--- src/rtl/bit_split_pkg.sv ---
// bit_split_pkg: shared constants and state encoding for bit_split16
package bit_split_pkg;
  localparam int N = 16;
  localparam int IW = 4;
  typedef enum logic {IDLE = 1'b0, EMIT = 1'b1} state_t;
endpackage

--- src/rtl/lsb_find16.sv ---
// lsb_find16: lowest set bit of a 16-bit vector as one-hot and index, plus at-most-one-bit flag
module lsb_find16
  import bit_split_pkg::*;
(
  input  logic [N-1:0]  v,
  output logic [N-1:0]  onehot,
  output logic [IW-1:0] idx,
  output logic          single
);
  assign onehot = v & (~v + N'(1));
  assign single = (v & (v - N'(1))) == '0;
  always_comb begin
    idx = '0;
    for (int i = 0; i < N; i++) idx = idx | (onehot[i] ? IW'(i) : IW'(0));
  end
endmodule

--- src/rtl/bit_split16.sv ---
// bit_split16: splits an accepted 16-bit vector into a stream of one-hot beats, lowest bit first
module bit_split16
  import bit_split_pkg::*;
(
  input  logic          clk,
  input  logic          rst_n,
  input  logic          in_valid,
  output logic          in_ready,
  input  logic [N-1:0]  in_data,
  output logic          out_valid,
  input  logic          out_ready,
  output logic [N-1:0]  out_onehot,
  output logic [IW-1:0] out_idx,
  output logic          out_last
);
  state_t state;
  logic [N-1:0] mask, oh;
  logic [IW-1:0] idx;
  logic single, zflag, emit;
  lsb_find16 u_find (.v(mask), .onehot(oh), .idx(idx), .single(single));
  assign emit = state == EMIT;
  assign in_ready = !emit;
  assign out_valid = emit;
  assign out_onehot = emit && !zflag ? oh : '0;
  assign out_idx = emit ? idx : '0;
  assign out_last = emit && single;
  always_ff @(posedge clk or negedge rst_n) begin
    if (!rst_n) begin
      state <= IDLE;
      mask <= '0;
      zflag <= 1'b0;
    end else if (!emit) begin
      if (in_valid) begin
        mask <= in_data;
        zflag <= in_data == '0;
        state <= EMIT;
      end
    end else if (out_ready) begin
      mask <= mask & ~out_onehot;
      if (single) begin
        state <= IDLE;
        zflag <= 1'b0;
      end
    end
  end
endmodule

--- config.mk ---
export PLATFORM = sky130hd
export DESIGN_NAME = bit_split16
export DESIGN_NICKNAME = d
export VERILOG_FILES = /design/src/rtl/bit_split_pkg.sv /design/src/rtl/lsb_find16.sv /design/src/rtl/bit_split16.sv
export SDC_FILE = /design/constraint.sdc
export NUM_CORES = 1
export LEC_CHECK = 0
export CORE_ASPECT_RATIO = 1.25
export CORE_MARGIN = 2
export CORE_UTILIZATION = 53
export CTS_BUF_LIST = sky130_fd_sc_hd__clkbuf_8
export DETAILED_ROUTE_END_ITERATION = 6
export GPL_TIMING_DRIVEN = 0
export PLACE_DENSITY = 0.88
export SKIP_CTS_REPAIR_TIMING = 1
export SYNTH_ARGS = -nofsm -noshare
export SYNTH_HDL_FRONTEND = slang
export SYNTH_SLANG_ARGS = --single-unit
--- constraint.sdc ---
create_clock -name clk -period 6.1 [get_ports clk]
set_input_delay 0.915 -clock clk [delete_from_list [all_inputs] [get_ports clk]]
set_output_delay 0.915 -clock clk [all_outputs]
set_load 0.02 [all_outputs]
==> results of run 1 <==
[worst max-delay path, cell delays in order, from the launching register on]
cell and delay [ns]:
dfrtp_1 0.38, buf_6 0.13, or4_4 0.51, buf_6 0.15
buf_2 0.17, nor2_1 0.38, a21oi_1 0.14, nor4_2 0.44
and2_1 0.19, clkdlybuf4s50_1 0.60
[final timing paths]
check | start | to | slack [ns] | cells after the start
max | mask[1] | out_last | 1.82 | 9
min | mask[13] | mask[13] | 0.65 | 2
max reg2reg | mask[1] | out_valid | 3.49 | 8
min reg2reg | mask[13] | mask[13] | 0.65 | 2
max in group asynchronous | rst_n | mask[6] | 4.41 | 1
min in group asynchronous | rst_n | mask[13] | 1.15 | 1
[cell usage in the layout, fill, tap and decap left out, types with 3 or more instances in the layout]
| cell | n |
|---|---|
| a211o_1 | 3 |
| buf_6 | 3 |
| clkbuf_8 | 4 |
| nand3_1 | 11 |
| dfrtp_1 | 18 |
| nor4_1 | 4 |
| nor2_1 | 15 |
| nand2_1 | 13 |
| nor3_1 | 5 |
| or3_1 | 5 |
| o211ai_1 | 4 |
| clkdlybuf4s50_1 | 40 |
| or4_1 | 3 |
| nor2b_1 | 5 |
| nand4_1 | 4 |
| a31oi_1 | 3 |
| clkbuf_1 | 11 |
| and3_1 | 8 |
| o21ai_0 | 19 |
| inv_1 | 5 |
| a21oi_1 | 6 |
| mux2i_1 | 13 |
| o311ai_0 | 4 |
[power by group through the flow]
stage          clock network (W)  logic [W]  registers [W]
6_report                0.000105   0.000617       0.000234
5_1_grt                 0.000110   0.000672       0.000238
4_1_cts                 0.000105   0.000609       0.000230
3_5_place_dp                   0   0.000603       0.000232
3_3_place_gp                   0   0.000588       0.000229
2_1_floorplan                  0   0.000405       0.000216
[kinds of logic (layout without fill, tap and decap cells)]
kind of cell,Yosys count,in the layout,synth area share
compound gates,51,51,0.223
simple gates,84,84,0.306
fa+ha+maj,1,1,0.00672
mux,13,13,0.0873
buf+inv,23,67,0.0747
flops,18,18,0.302
[metrics by stage]
| stage | hold WS [ns] | setup slack (ns) | power [W] | area [um2] | cells |
|---|---|---|---|---|---|
| 2_1_floorplan | 0.546 | 2.96 | 0.000621 | 1490 | 190 |
| 4_1_cts | 0.633 | 1.80 | 0.000945 | 1990 | 268 |
| 5_1_grt | 0.652 | 1.62 | 0.00102 | 1990 | 268 |
| 3_3_place_gp | 0.590 | 2.14 | 0.000817 | 1930 | 264 |
| 3_5_place_dp | 0.613 | 2.10 | 0.000835 | 1930 | 264 |
| 6_report | 0.646 | 1.82 | 0.000956 | 1990 | 268 |
[state kept, by name (all words and copies together) (netlist names)]
name,count
out_valid,1
zflag,1
mask,16
[metal layers]
metal / up-vias / wire length [um] / global-route usage
met5: - / 0 / 0
met1: 837 / 2020 / 0.426
met3: 9 / 437 / 0.0427
met2: 98 / 2630 / 0.559
met4: 0 / 108 / 0.178
li1: 795 / - / -
[cell type report]
cell class,instances,area [um2]
multi-input combinational,149,928
fill,222,692
sequential,18,450
timing repair buffer,40,400
buffer,18,92.6
clock buffer,4,55.1
tap,34,42.5
inverter,5,18.8
==> out/metrics.yaml, run 1 <==
fin_skew_ns: 0.00145
async_reset_ff_frac: 1.00
dp_hpwl_um: 3720
grt_max_degree: 19
dr_total_vias: 1739
synth_top_cell_by_area: "dfrtp_1"
power.share.clock: 0.110
status: "finished clean"
place.gp.congestion: 0.980
cts_buffer_depth: 2
startpoint_type: "register"
swShare: 0.502
period_needed_ns: 4.28
die_height_um: 63.3
yosysMostFrequentCell: "o21ai_0"
synth_area_leaders: "dfrtp_1 30%, mux2i_1 8.7%, o21ai_0 6.4%, nor2_1 3.8%, nand3_1 3.7%"
avgViaCountPerCell: 6.49
dieArea_mm2: 0.00325
synth_cells: 190
powerDensity_mw_per_mm2: 481
clk_pin_slew_ns: 0.08
cts_root_buf: "clkbuf_8"
portBuffers: 40
clock_sink_count: 18
worstSetupPathType: "register to output pin"
fin_nets: 255
clk_latency_ns: 0.27
syn_area_per_cell_um2: 7.84
h-tree-depth: 1
antenna_left: 0
ir_drop_uv: 332
first_iter_violations: 106
drv_slew: 0
core-area_mm2: 0.00268
cts_buffers: 3
combPwrFrac: 0.646
synth_ff_type: "dfrtp_1"
maxCapViolations: 0
synth_cell_types: 41
slew-limit-headroom: 0.403
tightest_slew_ns: 0.893
cp_max_fo: 10
ioPinCount: 43
rsz0062_at_grt: "false"
area_growth_pct: 33.4
grt_pass1_wl_um: 8230
routedWlPerCell_um: 19.4
tns_ns: 0
yosysSeqAreaShare: 0.302
fin_util: 0.742
setup_viol: 0
hold_viol: 0
diodes: 0
switchingPower_w: 0.000480
synth_top_area_frac: 0.302
drc: 0
end_kind: "output pin"
synth_commonest_cells: "19 x o21ai_0, 18 x dfrtp_1, 15 x nor2_1, 13 x mux2i_1, 13 x nand2_1"
placementRows: 21
arrival_ns: 3.37
dieWidth_um: 51.4
intPower_w: 0.000476
required_ns: 5.18
seq_power_share: 0.244
grt_pass1_vias: 1718
yosys_warnings: 0
hold_path_class: "register to register"
p_leak_nw: 0.826
synth-seq-cells: 18
grt_overflow_total: 0
synth_edf_count: 0
drive_gt1_frac: 0.0556
drt_pass1_iterations: 5
antenna_found_initial: 0
fin_crit_sh: 0.702
start_util: 0.556
syn_nets: 210
cts_tree: "yes"
timing.fmax_mhz: 233
drt_wl_total_um: 5200
grt_usage: 0.340
synth_area_mm2: 0.00149
Power figures use the tool's default switching activity.
==> inputs of run 2 (changes only) <==
Settings changed: CORE_UTILIZATION 53 to 44, PLACE_DENSITY 0.88 to 0.78.
Clock period 6.1 ns to 3.6 ns, I/O delays scaled along.
==> out/metrics.yaml, run 2 (same netlist as run 1, synthesis figures left out) <==
status: "finished clean"  # unchanged
power.share.clock: 0.108  # was 0.110
cp_max_fo: 8  # was 10
antenna_found_initial: 0  # unchanged
setup_viol: 0  # unchanged
startpoint_type: "register"  # unchanged
drt_wl_total_um: 4720  # was 5200 um
dieArea_mm2: 0.00387  # was 0.00325 mm2
dieWidth_um: 56.1  # was 51.4 um
die_height_um: 69.1  # was 63.3 um
cts_tree: "yes"  # unchanged
largest_register_ffs: 16  # unchanged
combPwrFrac: 0.644  # was 0.646
powerDensity_mw_per_mm2: 807  # was 481 mW/mm2
tightest_slew_ns: 0.896  # was 0.893 ns
final_common_cell: "clkdlybuf4s50_1"  # unchanged
maxCapViolations: 0  # unchanged
routedWlPerCell_um: 17.5  # was 19.4 um
cp_cell_sequence: "or4_1, clkbuf_1, or2_1, buf_6, nor2_1, a221oi_1, a21oi_1, clkdlybuf4s50_1"  # was buf_6, or4_4, buf_6, buf_2, nor2_1, a21oi_1, nor4_2, and2_1, clkdlybuf4s50_1
start_util: 0.462  # was 0.556
critical_path_buf_inv_count: 3  # was 4
dr_total_vias: 1673  # was 1739
end_kind: "output pin"  # unchanged
fin_util: 0.625  # was 0.742
cts_buffer_depth: 2  # unchanged
top_register: "mask"  # unchanged
timing.fmax_mhz: 287
ir_drop_uv: 642  # was 332 uV
seq_power_share: 0.248  # was 0.244
drive_gt1_frac: 0.0687  # was 0.0556
mostFrequentLayoutCells: "39 x clkdlybuf4s50_1, 19 x o21ai_0, 18 x dfrtp_1"  # was 40 x clkdlybuf4s50_1, 19 x o21ai_0, 18 x dfrtp_1
portBuffers: 40  # unchanged
fillers: 291  # was 222
slew-limit-headroom: 0.401  # was 0.403
antenna_left: 0  # unchanged
grt_pass1_vias: 1602  # was 1718
clk_latency_ns: 0.26  # was 0.27 ns
fin_nets: 254  # was 255
clk_pin_slew_ns: 0.08  # about the same
h-tree-depth: 1  # unchanged
worstSetupPathType: "register to output pin"  # unchanged
critPathSlowestCell: "clkdlybuf4s50_1"  # unchanged
worst_slack_ns: 0.118  # was 1.82 ns
grt_pass1_wl_um: 7710  # was 8230 um
fin_crit_sh: 0.967
dp_hpwl_um: 3450  # was 3720 um
cpPeakStageDelay_ns: 0.63  # was 0.60 ns
placementRows: 23  # was 21
dpl_worst_slack_ns: 0.123  # was 2.10 ns
drv_slew: 0  # unchanged
hold_viol: 0  # unchanged
ioPinCount: 43  # unchanged
cts_root_buf: "clkbuf_8"  # unchanged
grt_usage: 0.246  # was 0.340
place.gp.congestion: 0.949  # was 0.980
required_ns: 3.06  # was 5.18 ns
clock_sink_count: 18  # unchanged
period_needed_ns: 3.48
tns_ns: 0  # unchanged
core-area_mm2: 0.00322  # was 0.00268 mm2
switchingPower_w: 0.000812  # was 0.000480 W
diodes: 0  # unchanged
intPower_w: 0.000812  # was 0.000476 W
p_leak_nw: 0.845  # was 0.826 nW
area_growth_pct: 35.1  # was 33.4%
fin_skew_ns: 0.00405  # was 0.00145 ns
grt_max_degree: 19  # unchanged
first_iter_violations: 120  # was 106
avgViaCountPerCell: 6.20  # was 6.49
cts_buffers: 3  # unchanged
grt_overflow_total: 0  # unchanged
swShare: 0.500  # was 0.502
hold_path_class: "register to register"  # unchanged
drc: 0  # unchanged
arrival_ns: 2.94  # was 3.37 ns
rsz0062_at_grt: "false"  # unchanged
drt_pass1_iterations: 5  # unchanged
crit_family: "buffers and inverters"  # was simple AND/OR/NAND/NOR gates
run 2: cell count changes in the layout (fill, tap and decap cells not counted):
cell / previous run / this run
clkbuf_1: 11 / 10
clkdlybuf4s50_1: 40 / 39
dlymetal6s2s_1: 0 / 1
nor2_1: 15 / 14
nor2_2: 0 / 1
nor3_1: 5 / 4
nor3_2: 0 / 1
nor4_1: 4 / 3
nor4_4: 0 / 1
run 2: per-stage QoR:
| step | hold WS (ns) | cells | power [W] | instance area (um2) |
|---|---|---|---|---|
| floorplan | 0.244 | 190 | 0.00105 | 1490 |
| global placement | 0.605 | 267 | 0.00138 | 1940 |
| detailed placement | 0.600 | 267 | 0.00140 | 1940 |
| CTS | 0.618 | 271 | 0.00157 | 1990 |
| global route | 0.672 | 270 | 0.00173 | 2010 |
| finish | 0.624 | 270 | 0.00162 | 2010 |
run 2: final cells by class:
class                   count  area [um2]  area share
multi-input cells         149         951       0.472
flip-flops and latches     18         450       0.224
repair buffers             40         403       0.200
plain buffers              17        88.8      0.0441
clock buffers               4        55.1      0.0273
well taps                  37        46.3      0.0230
inverters                   5        18.8     0.00932
run 2: power by group through the flow:
stage / Sequential (W) / Clock [W] / Combinational (W)
floorplan: 0.000365 / 0 / 0.000687
global placement: 0.000389 / 0 / 0.000994
detailed placement: 0.000391 / 0 / 0.00101
CTS: 0.000387 / 0.000175 / 0.00101
global route: 0.000418 / 0.000183 / 0.00113
finish: 0.000402 / 0.000176 / 0.00105
run 2: layer usage:
layer | GRT usage | vias up | share of wire
met5 | 0 | - | 0
met4 | 0.0476 | 0 | 0.012
met3 | 0.0300 | 6 | 0.077
met2 | 0.424 | 84 | 0.48
met1 | 0.331 | 788 | 0.43
li1 | - | 795 | -
run 2: worst register-to-register path, stage by stage (launching register included):
cell and delay [ns]:
dfrtp_1 0.46, or4_1 0.53, clkbuf_1 0.21, or2_1 0.27, buf_6 0.13, o21a_1 0.21, nor4_4 0.33, o211ai_1 0.16
run 2: final timing paths:
check | start | end | slack [ns] | cells after the start
max | mask[7] | out_idx[0] | 0.12 | 8
min | mask[11] | mask[11] | 0.62 | 2
max reg2reg | mask[7] | zflag | 1.15 | 7
min reg2reg | mask[11] | mask[11] | 0.62 | 2
max in group asynchronous | rst_n | mask[7] | 2.27 | 1
min in group asynchronous | rst_n | zflag | 0.78 | 1
==> inputs of run 3 (changes only) <==
Settings changed: CORE_UTILIZATION 44 to 53, MAX_ROUTING_LAYER set to met4, PLACE_DENSITY 0.78 to 0.88, SLEW_MARGIN set to 10.
Clock period 3.6 ns to 4.5 ns, I/O delays scaled along.
==> out/metrics.yaml, run 3 (same netlist as run 1, synthesis figures left out) <==
powerDensity_mw_per_mm2: 653  # was 807 mW/mm2
fin_crit_sh: 0.908
cts_tree: "yes"  # unchanged
drc: 0  # unchanged
drv_slew: 0  # unchanged
cts_buffers: 3  # unchanged
dieArea_mm2: 0.00325  # was 0.00387 mm2
core-area_mm2: 0.00268  # was 0.00322 mm2
status: "finished clean"  # unchanged
crit_family: "simple AND/OR/NAND/NOR gates"  # was buffers and inverters
cp_max_fo: 10  # was 8
h-tree-depth: 1  # unchanged
dr_total_vias: 1792  # was 1673
ir_drop_uv: 480  # was 642 uV
routedWlPerCell_um: 19.0  # was 17.5 um
mostFrequentLayoutCells: "40 x clkdlybuf4s50_1, 19 x o21ai_0, 18 x dfrtp_1"  # was 39 x clkdlybuf4s50_1, 19 x o21ai_0, 18 x dfrtp_1
worstSetupPathType: "register to output pin"  # unchanged
grt_usage: 0.342  # was 0.246
placementRows: 21  # was 23
clock_sink_count: 18  # unchanged
top_layer_used: "met4"  # unchanged
place.gp.congestion: 1.01  # was 0.949
maxCapViolations: 0  # unchanged
grt_max_degree: 19  # unchanged
clk_pin_slew_ns: 0.08  # about the same
cp_cell_sequence: "or4_4, buf_6, buf_2, nor2_1, a21oi_1, nor4_2, and2_1, clkdlybuf4s50_1"  # was or4_1, clkbuf_1, or2_1, buf_6, nor2_1, a221oi_1, a21oi_1, clkdlybuf4s50_1
cts_root_buf: "clkbuf_8"  # unchanged
tns_ns: 0  # unchanged
tightest_slew_ns: 0.883  # was 0.896 ns
dpl_worst_slack_ns: 0.790  # was 0.123 ns
grt_overflow_total: 0  # unchanged
top_register: "mask"  # unchanged
timing.fmax_mhz: 245
dp_hpwl_um: 3690  # was 3450 um
fin_nets: 255  # was 254
hold_path_class: "register to register"  # unchanged
rsz0062_at_grt: "false"  # unchanged
wl_met1_um: 1930  # was 2040 um
drive_gt1_frac: 0.0556  # was 0.0687
cpPeakStageDelay_ns: 0.61  # was 0.63 ns
first_iter_violations: 139  # was 120
period_needed_ns: 4.09
startpoint_type: "register"  # unchanged
hold_viol: 0  # unchanged
final_common_cell: "clkdlybuf4s50_1"  # unchanged
drt_wl_total_um: 5100  # was 4720 um
clk_latency_ns: 0.26  # about the same
fillers: 234  # was 291
whs_ns: 0.644  # was 0.624 ns
end_kind: "output pin"  # unchanged
p_leak_nw: 0.826  # was 0.845 nW
diodes: 0  # unchanged
worst_slack_ns: 0.414  # was 0.118 ns
die_height_um: 63.3  # was 69.1 um
avgViaCountPerCell: 6.69  # was 6.20
drt_pass1_iterations: 5  # unchanged
ioPinCount: 43  # unchanged
fin_skew_ns: 0.00379  # was 0.00405 ns
antenna_found_initial: 0  # unchanged
wl_met2_um: 2500  # was 2250 um
start_util: 0.556  # was 0.462
required_ns: 3.83  # was 3.06 ns
r2r_setup_slack_ns: 1.86  # was 1.15 ns
critPathSlowestCell: "clkdlybuf4s50_1"  # unchanged
arrival_ns: 3.41  # was 2.94 ns
grt_pass1_vias: 1694  # was 1602
wl_met3_um: 475  # was 363 um
dieWidth_um: 51.4  # was 56.1 um
portBuffers: 40  # unchanged
cts_buffer_depth: 2  # unchanged
antenna_left: 0  # unchanged
setup_viol: 0  # unchanged
area_growth_pct: 33.4  # was 35.1%
grt_pass1_wl_um: 8120  # was 7710 um
largest_register_ffs: 16  # unchanged
critical_path_buf_inv_count: 3  # unchanged
slew-limit-headroom: 0.409  # was 0.401
run 3: area by class of cell:
class / instances / area, um2 / share of cell area
Buffer: 18 / 92.6 / 0.0466
Tap cell: 34 / 42.5 / 0.0214
Clock buffer: 4 / 55.1 / 0.0277
Timing Repair Buffer: 40 / 400 / 0.201
Inverter: 5 / 18.8 / 0.00944
Sequential cell: 18 / 450 / 0.227
Multi-Input combinational cell: 149 / 928 / 0.467
run 3: metal layers:
| layer | vias up | GRT usage |
|---|---|---|
| met2 | 133 | 0.529 |
| met3 | 21 | 0.0379 |
| met5 | - | - |
| met1 | 846 | 0.426 |
| li1 | 792 | - |
| met4 | 0 | 0.197 |
run 3: path summary, 6_finish.rpt:
kind,end,start,cells past startpoint
worst max-delay path,out_last,mask[3],8
worst min-delay path,mask[13],mask[13],2
worst max register to register,out_valid,mask[3],7
worst min register to register,mask[13],mask[13],2
max in group asynchronous,mask[10],rst_n,1
min in group asynchronous,mask[14],rst_n,1
run 3: tightest hold or removal path, stage by stage, from the launching register on:
cell      delay (ns)
dfrtp_1         0.41
o311ai_1        0.12
o21ai_0         0.08
run 3: per-stage QoR:
stage	instance area [um2]	power, W	instances	utilization
3_5_place_dp	1930	0.00113	264	0.721
2_1_floorplan	1490	0.000842	190	-
6_report	1990	0.00130	268	0.742
5_1_grt	1990	0.00137	268	0.742
3_3_place_gp	1930	0.00111	264	0.721
4_1_cts	1990	0.00128	268	0.742
run 3: where the power goes:
group | leakage, nW | internal [W] | switching [W]
logic | 0.572 | 0.000341 | 0.000503
registers | 0.226 | 0.000226 | 0.0000876
clock network | 0.0288 | 0.0000780 | 0.0000624
total | 0.826 | 0.000644 | 0.000653
==> RTL edit 1, RTL diff (settings of run 2) <==
The package constant `IW` goes from 4 to 2.
--- a/src/rtl/bit_split_pkg.sv
+++ b/src/rtl/bit_split_pkg.sv
@@ -1,7 +1,7 @@
 // bit_split_pkg: shared constants and state encoding for bit_split16
 package bit_split_pkg;
   localparam int N = 16;
-  localparam int IW = 4;
+  localparam int IW = 2;
   typedef enum logic {IDLE = 1'b0, EMIT = 1'b1} state_t;
 endpackage
 
Interface: changed (resized out_idx); port bits go from 43 to 41. No check against the original RTL was run, so the function may have changed too.
==> RTL edit 1 against run 2 <==
  * Non-clock buffer count decreased by 5
  * Area after synthesis fell by 6.0%
  * Worst setup slack improved by 0.026 ns
  * Routed wire length down 4.6%
  * Sequential cell count unchanged
  * Hold slack worse by 0.0080 ns
  * Final area shrank 6.6%
  * Largest cell class unchanged
  * Die area decreased by 5.7%
  * First-iteration DRC count fell by 48%
  * Total power rose by 3.8%
  * Combinational power grew 9%
==> RTL edit 1: results (changes against run 2) <==
[run_status]
outcome = completed

[placement]
port_buffers = 38  ; -5.0%
place_inst = 245  ; -8.2%
place_ws_ns = 0.455  ; +0.332 ns
routabilityCongestion = 0.961  ; +1.3%

[power_and_ir_drop]
leakage_nw = 0.758  ; -10%
ir_drop_mv = 0.532  ; -17%
p_sw_uw = 834  ; +2.7%

[routing]
via_count = 1580  ; -5.6%
met1_length_microns = 1820  ; -11%
postRouteWirelength_microns = 4500  ; -4.6%
first_pass_iters = 4  ; -1
drtIter0Drc = 62  ; -48%
wl_met3_microns = 297  ; -18%
routed-wl-met2_microns = 2320  ; +2.8%

[final_layout]
drive_gt1_frac = 0.0657  ; -0.00294
bufAreaShareNonClock = 0.239  ; -0.00539
fillCellCount = 269  ; -7.6%
fin_cells = 249  ; -7.8%
signal_buffers = 52  ; -8.8%
multi_input_cells = 135  ; -9.4%
multi_input_area_share = 0.460  ; -0.0119

[setup_path]
endpoint = out_idx[1]
reg2reg_slack_ns = 1.13  ; -0.02 ns
crit_fanout = 10  ; +2

[hold_path]
hold_path_depth = 1  ; -1
min_to = zflag$_DFFE_PN0P_

[sta]
fin_skew_ns = 0.00493  ; +0.000883 ns
layout_setup_ws_ns = 0.144  ; +0.0264 ns
hold-worst-slack_ns = 0.616  ; -0.00803 ns

[yosys]
yosysUniqueCellTypes = 45  ; +9.8%
yosys-top-cells-area = dfrtp_1 (32%), mux2i_1 (9.3%), o21ai_0 (4.3%), nor2_1 (3.8%), nand2_1 (3.5%)
syn_inst = 171  ; -10%
synth_common_cells = dfrtp_1 (18), nor2_1 (14), mux2i_1 (13), nand2_1 (13), o21ai_0 (12)
syn_nets = 191  ; -9.0%

[global_route]
grt.met1_usage = 0.342  ; +0.0111
grt_pass1_wl_microns = 7110  ; -7.9%
grt_usage = 0.270  ; +0.0234
first_global_vias = 1516  ; -5.4%
gr-usage-met3 = 0.0381  ; +0.00810

[floorplan]
num_rows = 22  ; -4.3%

## RTL edit 1: power by group through the flow
stage	sequential, mW	clock [mW]	combinational (mW)
finish	0.374	0.173	1.14
global route	0.384	0.180	1.24
CTS	0.370	0.173	1.13
detailed placement	0.374	0	1.12
global placement	0.371	0	1.11
floorplan	0.346	0	0.765
## RTL edit 1: worst max-delay path, stage by stage (launching register included)
cell and delay [ns]:
dfrtp_1 0.46, or4_1 0.56, buf_6 0.16, nor3_2 0.29
nand2_1 0.16, nor2_1 0.14, a21oi_1 0.08, a31oi_1 0.18
clkdlybuf4s50_1 0.63
## RTL edit 1: kinds of logic (layout without fill, tap and decap cells)
family / count (synthesis) / in the layout / share of synthesized area
AOI/OAI and AO/OA: 50 / 50 / 0.236
adders and majority gates: 1 / 1 / 0.00715
buffers and inverters: 18 / 60 / 0.0599
DFF: 18 / 18 / 0.322
muxes: 14 / 14 / 0.104
and+or+nand+nor: 70 / 70 / 0.272
==> RTL edit 2, RTL diff (config.mk and constraints of run 2) <==
Made on the original files. Reset style: synchronous (`rst_n`), changed in one clocked block.
--- a/src/rtl/bit_split16.sv
+++ b/src/rtl/bit_split16.sv
@@ -24,7 +24,7 @@
   assign out_onehot = emit && !zflag ? oh : '0;
   assign out_idx = emit ? idx : '0;
   assign out_last = emit && single;
-  always_ff @(posedge clk or negedge rst_n) begin
+  always_ff @(posedge clk) begin
     if (!rst_n) begin
       state <= IDLE;
       mask <= '0;
Behaviour: differs if rst_n is asserted again (counterexample within 4 cycles, from zero or initial values and one cycle with rst_n low); with rst_n held inactive, the same outputs for 4 cycles.
==> RTL edit 2 against run 2 <==
  * Worst setup slack worse by 0.0066 ns
  * Routed wire length fell by 17%
  * Sequential cell count unchanged
  * Area after synthesis decreased by 10%
  * Count of clock-buffer cells in the layout is 1 lower
  * Register-to-register slack got worse by 0.30 ns
  * Sequential share of layout area is 2.8 points lower
  * Final area is 8.6% lower
  * Critical path type unchanged
  * Critical endpoint is now out_last
Power is not compared: it rests on default switching activity, and its combinational part moved more than twofold at a synthesized area within 25%.
==> RTL edit 2: results (changes against run 2) <==
[run_status]
outcome = completed

[final_layout]
drive_gt1_frac = 0.0506  ; -0.0180
fin_nets = 259  ; +2.0%
num_antenna_cells = 0  ; unchanged
largest_register = mask
largest_register_ffs = 16  ; unchanged

[placement]
hpwlAfterDp_microns = 3010  ; -13%
routabilityCongestion = 0.894  ; -5.8%
placed_area_sq_mm = 0.00179  ; -7.6%
place_ws_ns = 0.0350  ; -0.0882 ns
port_buffers = 41  ; +2.5%

[sta]
drv_slew = 0  ; unchanged
fin_skew_ns = 0.00101  ; -0.00304 ns
relSlewSlack = 0.560  ; +0.160

[routing]
drtIter0Drc = 50  ; -58%
via_per_inst = 5.87  ; -5.3%
wl_per_cell_microns = 14.3  ; -18%
first_pass_iters = 5  ; unchanged

[global_route]
antenna_found_initial = 0  ; unchanged
grt_usage = 0.248  ; +0.00235
first_global_vias = 1439  ; -10%
grt_max_degree = 11  ; -8
grt_pass1_wl_microns = 6620  ; -14%

[clock_tree]
clockBufferDepth = 2  ; unchanged
clock-root-buffer = clkbuf_8
htree_levels = 1  ; unchanged
clkTransAtPathRegs_ns = 0.06  ; -0.02 ns
numCtsBuffers = 3  ; unchanged
clk-insertion-delay-late_ns = 0.25

[setup_path]
crit_slowest_cell = or4_1
crit_fanout = 10  ; +2
slowest_delay_ns = 0.53  ; -0.10 ns

[yosys]
muxShareOfSynthArea = 0  ; -0.0873
yosysSeqAreaShare = 0.270  ; -0.0324
yosys-top-cells-area = dfxtp_1 (27%), a21boi_0 (9.0%), nand2_1 (7.6%), nor2_1 (5.3%), nor3_1 (4.5%)
synth_common_cells = nand2_1 (27), nor2_1 (19), dfxtp_1 (18), a21boi_0 (16)
yosys.area_share.adder = 0  ; -0.00672
synthArstFlopShare = 0  ; -1.00
syn_nets = 213  ; +1.4%
synth_most_common_cell = nand2_1
yosys_warnings = 0  ; unchanged
synth_xor_area_frac = 0  ; unchanged
synth_compound_area_frac = 0.291  ; +0.0680
yosysUniqueCellTypes = 38  ; -7.3%

[power_and_ir_drop]
ir_drop_mv = 0.262
leakage_nw = 0.660

[hold_path]
hp-class = flip-flop to flip-flop

-- RTL edit 2: cell types whose count changed after synthesis, moves of 4 or more --
cell,before,now
dfrtp_1,18,0
o21ai_0,19,5
and3_1,8,1
nor2_1,15,19
nor3_1,5,12
nand2_1,13,27
dfxtp_1,0,18
or3_1,5,1
mux2i_1,13,0
a21boi_0,1,16
a21oi_1,6,10
o211ai_1,4,8
-- RTL edit 2: kinds of logic after synthesis --
family,Yosys count
flops,18
compound gates,55
simple gates,98
buf+inv,22
-- RTL edit 2: through the flow --
step | TNS (ns) | hold slack, ns | cells | util
after floorplan | 0 | 0.482 | 193 | -
after global placement | -0.0174 | 0.521 | 270 | 0.614
after detailed placement | 0 | 0.530 | 270 | 0.614
after CTS | -0.268 | 0.539 | 273 | 0.628
after global routing | 0 | 0.585 | 273 | 0.631
final | 0 | 0.548 | 273 | 0.631
-- RTL edit 2: final timing paths --
kind                                           start              endpoint  slack (ns)  cells after the start
worst max-delay path            mask[0]$_SDFFE_PN0P_              out_last        0.11                      7
worst min-delay path            mask[6]$_SDFFE_PN0P_  mask[6]$_SDFFE_PN0P_        0.55                      2
worst max register to register  mask[0]$_SDFFE_PN0P_    zflag$_SDFFE_PN0P_        0.85                      7
worst min register to register  mask[6]$_SDFFE_PN0P_  mask[6]$_SDFFE_PN0P_        0.55                      2
-- RTL edit 2: routing by layer --
layer	GRT usage	vias to the layer above	share of wire
met5	0	-	0
met3	0.0136	6	0.049
met1	0.359	720	0.45
li1	-	816	-
met2	0.384	60	0.49
met4	0.0897	0	0.013
-- RTL edit 2: worst max-delay path, delay by kind of cell (launching register included) --
kind / cells / cell delay (ns)
AOI/OAI and AO/OA: 1 / 0.40
and+or+nand+nor: 3 / 1.39
buffers and inverters: 3 / 0.52
DFF: 1 / 0.39
-- RTL edit 2: cell type report --
class	instances	area [sq um]
plain buffers	14	61.3
clock buffers	3	41.3
fillers	286	1080
inverters	8	30.0
multi-input cells	153	890
flip-flops and latches	18	360
well taps	36	45.0
repair buffers	41	413
-- RTL edit 2: report_power, final --
group / switching (mW) / internal (mW) / total (mW)
Combinational: 0.131 / 0.0943 / 0.225
Sequential: 0.0148 / 0.212 / 0.226
Clock: 0.0621 / 0.0742 / 0.136
Total: 0.208 / 0.380 / 0.588
